**src/rtl/instr_encoder.sv**
```systemverilog
// instr_encoder: packs LDUR/STUR/CBZ requests into 32-bit LEGv8 words and
// streams them to instruction memory with a wrapping byte address.
// Requests whose immediate does not fit the instruction field, and requests
// with the reserved op, put the block into a sticky error state. It leaves
// that state only on err_clr or on reset.
module instr_encoder #(
    parameter int unsigned DEPTH = 64,
    parameter logic [63:0] BASE  = 64'h0
) (
    input  logic        clk,
    input  logic        reset,
    input  logic        in_valid,
    output logic        in_ready,
    input  logic [1:0]  in_op,
    input  logic [4:0]  in_rt,
    input  logic [4:0]  in_rn,
    input  logic [63:0] in_imm,
    output logic        out_valid,
    input  logic        out_ready,
    output logic [31:0] out_instr,
    output logic [63:0] out_addr,
    output logic        err,
    output logic [1:0]  err_code,
    input  logic        err_clr,
    output logic [31:0] count
);

    typedef enum logic [1:0] {
        IDLE = 2'b00,
        EMIT = 2'b01,
        ERR  = 2'b10
    } state_t;

    // First byte address past the imem window; out_addr wraps when it gets here.
    localparam logic [63:0] WRAP_ADDR = BASE + (64'(DEPTH) * 64'd4);

    // Field packing. Only the low immediate bits land in the word; the range
    // check makes sure the dropped upper bits are pure sign extension.
    function automatic logic [31:0] encode(input logic [1:0]  op,
                                           input logic [4:0]  rt,
                                           input logic [4:0]  rn,
                                           input logic [63:0] imm);
        logic [31:0] word;
        case (op)
            2'b00:   word = {11'h7C2, imm[8:0], 2'b00, rn, rt};
            2'b01:   word = {11'h7C0, imm[8:0], 2'b00, rn, rt};
            2'b10:   word = {8'hB4, imm[18:0], rt};
            default: word = 32'h0000_0000;
        endcase
        return word;
    endfunction

    // True when the immediate survives the round trip through the sign extender.
    function automatic logic imm_fits(input logic [1:0] op, input logic [63:0] imm);
        logic fits;
        case (op)
            2'b00, 2'b01: fits = (imm[63:8] == {56{imm[8]}});
            2'b10:        fits = (imm[63:18] == {46{imm[18]}});
            default:      fits = 1'b0;
        endcase
        return fits;
    endfunction

    state_t      state_r;
    state_t      next_state_s;
    logic        accept_s;
    logic        out_hs_s;
    logic        op_rsv_s;
    logic        legal_s;
    logic [63:0] addr_inc_s;
    logic [63:0] addr_next_s;

    assign accept_s   = in_valid & in_ready;
    assign out_hs_s   = (state_r == EMIT) & out_ready;
    assign op_rsv_s   = (in_op == 2'b11);
    assign legal_s    = ~op_rsv_s & imm_fits(in_op, in_imm);
    assign addr_inc_s = out_addr + 64'd4;
    assign out_valid  = (state_r == EMIT);

    // Wrap the next address back to BASE at the end of the imem window.
    always_comb begin
        if (addr_inc_s == WRAP_ADDR) begin
            addr_next_s = BASE;
        end else begin
            addr_next_s = addr_inc_s;
        end
    end

    // State register.
    always_ff @(posedge clk or negedge reset) begin
        if (!reset) begin
            state_r <= IDLE;
        end else begin
            state_r <= next_state_s;
        end
    end

    // Next-state logic; in EMIT an accepted request implies a handshake, so no bubble.
    always_comb begin
        next_state_s = state_r;
        case (state_r)
            IDLE: begin
                if (accept_s) begin
                    next_state_s = legal_s ? EMIT : ERR;
                end else begin
                    next_state_s = IDLE;
                end
            end
            EMIT: begin
                if (accept_s) begin
                    next_state_s = legal_s ? EMIT : ERR;
                end else if (out_hs_s) begin
                    next_state_s = IDLE;
                end else begin
                    next_state_s = EMIT;
                end
            end
            ERR: begin
                if (err_clr) begin
                    next_state_s = IDLE;
                end else begin
                    next_state_s = ERR;
                end
            end
            default: next_state_s = IDLE;
        endcase
    end

    // Upstream ready: held low during reset and in ERR, and follows the sink while a word is held.
    always_comb begin
        in_ready = 1'b0;
        if (!reset) begin
            in_ready = 1'b0;
        end else begin
            case (state_r)
                IDLE:    in_ready = 1'b1;
                EMIT:    in_ready = out_ready;
                ERR:     in_ready = 1'b0;
                default: in_ready = 1'b0;
            endcase
        end
    end

    // Datapath registers: the encoded word, the imem address, the emitted count and the sticky error.
    always_ff @(posedge clk or negedge reset) begin
        if (!reset) begin
            out_instr <= 32'h0000_0000;
            out_addr  <= BASE;
            count     <= 32'd0;
            err       <= 1'b0;
            err_code  <= 2'b00;
        end else begin
            if (accept_s && legal_s) begin
                out_instr <= encode(in_op, in_rt, in_rn, in_imm);
            end
            if (out_hs_s) begin
                out_addr <= addr_next_s;
                count    <= count + 32'd1;
            end
            if (accept_s && !legal_s) begin
                err      <= 1'b1;
                err_code <= op_rsv_s ? 2'b10 : 2'b01;
            end else if ((state_r == ERR) && err_clr) begin
                err      <= 1'b0;
                err_code <= 2'b00;
            end
        end
    end

endmodule

```
**config.mk**
```make
export PLATFORM = sky130hd
export DESIGN_NAME = instr_encoder
export DESIGN_NICKNAME = d
export VERILOG_FILES = /design/src/rtl/instr_encoder.sv
export SDC_FILE = /design/constraint.sdc
export NUM_CORES = 1
export LEC_CHECK = 0
export BUFFER_PORTS_ARGS = -buffer_cell sky130_fd_sc_hd__buf_2
export CORE_MARGIN = 2
export CORE_UTILIZATION = 36
export CTS_BUF_LIST = sky130_fd_sc_hd__clkbuf_4 sky130_fd_sc_hd__clkbuf_8
export CTS_CLUSTER_SIZE = 8
export DETAILED_ROUTE_END_ITERATION = 16
export GPL_TIMING_DRIVEN = 0
export RECOVER_POWER = 50
export SLEW_MARGIN = 5
export SYNTH_ARGS = -nofsm -noshare
export SYNTH_HDL_FRONTEND = slang
export SYNTH_SLANG_ARGS = --single-unit
```
**constraint.sdc**
```tcl
create_clock -name clk -period 3.4 [get_ports clk]
set_clock_uncertainty 0.15 [all_clocks]
set_input_delay 0.34 -clock clk [delete_from_list [all_inputs] [get_ports clk]]
set_output_delay 0.34 -clock clk [all_outputs]
set_load 0.005 [all_outputs]
```
==> impl_metrics.toml <==
[outcome]
run_status = "finished clean"

[sta]
slew_violations = 0
max_slew_margin = 0.514
setup_violations = 0
min_period_over_period = 0.952
worst_pin_slew_ns = 0.720
period_needed_ns = 3.24
hold-worst-slack_ns = 0.0540
setup_ws_post_layout_ns = 0.163
final-hold-violation-count = 0
fmax_mhz = 309

[detailed_routing]
postRouteWirelength_um = 22700
final_antenna_net_count = 0
detail_route.first_pass.iterations = 7
wl_per_cell_um = 16.8
violation_count_after_the_first_detailed_route_iteration = 502
avgViaCountPerCell = 5.31
post-route-drc-count = 0
route.vias.total = 7188

[layout]
final_nets = 1153
final_util = 0.471
diodes = 0
final-instance-count-excl-fill = 1353
final_area_um2 = 9550
area_growth_syn_to_layout_pct = 28.0
final_layout_size_suffix_gt1_frac = 0.263

[global_routing]
groute.layer.met3.usage = 0.0552
first_global_vias = 6840
grt_max_degree = 66
global_route_usage_over_all_layers = 0.209
globalRouteMet2Util = 0.331
global_route.overflow_total = 0
number_of_antenna_violations_at_the_first_check_in_global_routing = 0
grt_first_pass_wirelength_um = 36100
grt-busiest-layer = "met2"
globalRouteMet1Util = 0.281

[critical_path]
critPathArrivalTime_ns = 3.42
worst-r2r-cell-count = 11
timing.critical_path.fanout_max = 10
setup.worst_path.class = "register to register"
critPathCaptureType = "register"
critical_path.reg2reg.startpoint = "out_addr[8]"
r2r-end = "out_addr[3]"
ff2ff_setup_slack_ns = 0.16
critPathRequiredTime_ns = 3.58
worst_setup_path_start_kind = "register"

[cts]
clock_sink_count = 126
tritoncts = "yes"
clk_latency_ns = 0.46
htreeDepth = 4
clkSlewWorstSetupHoldPaths_ns = 0.08
clock_tree.buffer_depth = 2
cts_made_buffers = 17
clockRootBuffer = "sky130_fd_sc_hd__clkbuf_8"

[floorplan]
die_h_um = 148
fp.coreArea_um2 = 20300
die_area_um2 = 21900
floorplan.die.width_um = 148
ios = 214
placement_rows = 52
start_util = 0.368

[power_and_ir_drop]
leakage_dissipation_uw = 0.00452
powerDensity_nw_per_um2 = 333
worst_ir_drop_vdd_uv = 231

[synthesis]
synth_area_um2 = 7460
synth-main-ff-cell = "sky130_fd_sc_hd__dfrtp_1"
ys_seq_elements = 126
synthAdderAreaFrac = 0.00335
synthesized_area_divided_by_synthesized_cell_count_um2 = 9.05
yosys.cell_types.count = 62
synth_sequential_area_ratio = 0.423
main_combinational_cell_family_by_area_after_synthesis = "simple AND/OR/NAND/NOR gates"
async_flop_share = 1.00
yosys_warnings = 0
synth_compound_gate_area_share = 0.0572
synth.mux.area_fraction = 0.0488
yosys-top-cells-area = "sky130_fd_sc_hd__dfrtp_1 (42%), sky130_fd_sc_hd__xnor2_1 (7.7%), sky130_fd_sc_hd__nand4_1 (5.6%), sky130_fd_sc_hd__nand2_1 (5.0%), sky130_fd_sc_hd__xor2_1 (4.9%)"
synthXorXnorAreaFrac = 0.127
fraction_of_the_mapped_netlist_area_in_simple_logic_gates = 0.293
postSynthCellCount = 824
synth-edff-count = 0
netlist.area_leader.share = 0.423
post-synth-top-area-cell = "sky130_fd_sc_hd__dfrtp_1"

[worst_hold_path]
worst_hold_path.num_cells = 3
worstHoldPathType = "input port to register"
hold_path_startpoint = "out_ready"
hold_path_end = "state_r[0]"

[job]
number_of_violations_of_the_max_capacitance_limit = 0

[place]
post_dp_cell_area_um2 = 8880
place.detailed.instances = 1306
rd_place_congestion = 0.926
place_hpwl_um = 17000
post-place-ws_ns = -0.141
io_buffer_count = 208
[repair_timing]
action	4_1_cts	5_1_grt
gates resized for setup	5	20
hold endpoints to repair	74	0
buffers inserted	1	4
pin swaps	1	3
hold buffers	11	0
setup endpoints to repair	3	7
[cell type report]
type	instances	area, um^2
Clock inverter	13	186
Sequential cell	126	3160
Timing Repair Buffer	225	1180
Tap cell	270	338
Multi-Input combinational cell	624	4080
Inverter	27	101
Buffer	49	250
Fill cell	2004	10700
Clock buffer	19	262
[synth_stat cells (all sizes together), types with 2 or more instances]
| cell type | n |
|---|---|
| a2111oi | 2 |
| a21o | 2 |
| a21oi | 10 |
| a31oi | 7 |
| and2 | 4 |
| and3 | 12 |
| and3b | 2 |
| and4 | 9 |
| buf | 24 |
| clkbuf | 26 |
| dfrtp | 126 |
| ha | 2 |
| inv | 27 |
| mux2 | 23 |
| mux2i | 6 |
| nand2 | 99 |
| nand2b | 4 |
| nand3 | 51 |
| nand3b | 3 |
| nand4 | 69 |
| nor2 | 71 |
| nor2b | 5 |
| nor3 | 28 |
| nor3b | 3 |
| nor4 | 32 |
| nor4b | 2 |
| o21ai | 26 |
| o22ai | 4 |
| o31ai | 6 |
| o41ai | 2 |
| or2 | 4 |
| or3 | 6 |
| or4 | 5 |
| xnor2 | 66 |
| xor2 | 42 |
[through the flow]
step	TNS, ns	power (uW)
finish	0	3180
global route	-0.00564	3310
CTS	0	3230
detailed placement	-0.367	1700
global placement	-24.46	1690
floorplan	0	1580
[worst max path at each step]
stage                  from       endpoint  slack, ns  cells past startpoint
5_1_grt        out_addr[11]    out_addr[3]     -0.006                     10
3_3_place_gp          reset   out_instr[9]      -0.89                      7
3_5_place_dp    out_addr[2]    out_addr[3]      -0.14                      9
6_report        out_addr[8]    out_addr[3]       0.16                     11
2_1_floorplan    in_imm[45]  out_instr[12]       0.65                     11
4_1_cts         out_addr[2]    out_addr[3]       0.03                     11
[sequential cells by signal, summed over array words and instances, names as in the netlist]
register / flops
err_code: 2
err: 1
count: 32
out_instr: 27
out_addr: 62
state_r: 2
[kinds of logic after synthesis]
kind of cell,Yosys count
AOI/OAI and AO/OA,68
other,1
xor gates and xnor gates,108
and+or+nand+nor,413
buffers and inverters,77
DFF,126
adders and majority gates,2
muxes,29
[report_power, final]
part / switching, uW / internal [uW]
clock network: 670 / 840
logic: 91.7 / 72.2
registers: 4.70 / 1500
total: 766 / 2420
[critical path, stage by stage, from the launching register on]
cell	delay [ns]
sky130_fd_sc_hd__dfrtp_1	0.41
sky130_fd_sc_hd__buf_2	0.21
sky130_fd_sc_hd__nand4_1	0.19
sky130_fd_sc_hd__nor3_4	0.41
sky130_fd_sc_hd__buf_2	0.32
sky130_fd_sc_hd__nand4_1	0.23
sky130_fd_sc_hd__a21oi_1	0.19
sky130_fd_sc_hd__a21oi_1	0.09
sky130_fd_sc_hd__nor4_4	0.36
sky130_fd_sc_hd__nand4_1	0.19
sky130_fd_sc_hd__o31ai_1	0.28
sky130_fd_sc_hd__o21ai_1	0.09
[cells in the final DEF (no fill, tap or decap), drive strengths merged, types with 4 or more instances in the layout]
cell,n
buf,207
or4,5
dfrtp,126
nor2,71
and3,12
or3,6
and2,4
a21oi,10
bufinv,4
nand4,69
nor2b,5
o21ai,26
xnor2,66
nor4,32
nand3,51
mux2,23
inv,29
or2,4
clkbuf,75
and4,9
nor3,28
conb,4
nand2b,4
xor2,42
o31ai,6
o22ai,4
dlygate4sd3,11
clkinvlp,4
mux2i,6
a31oi,7
nand2,99
[routing by layer]
metal  wire length (um)  vias up
met5                  0        -
met4                344        0
met3               1810       29
met2              10700      302
met1               9840     3432
li1                   -     3425
No activity file was read; power rests on OpenSTA's default activity.
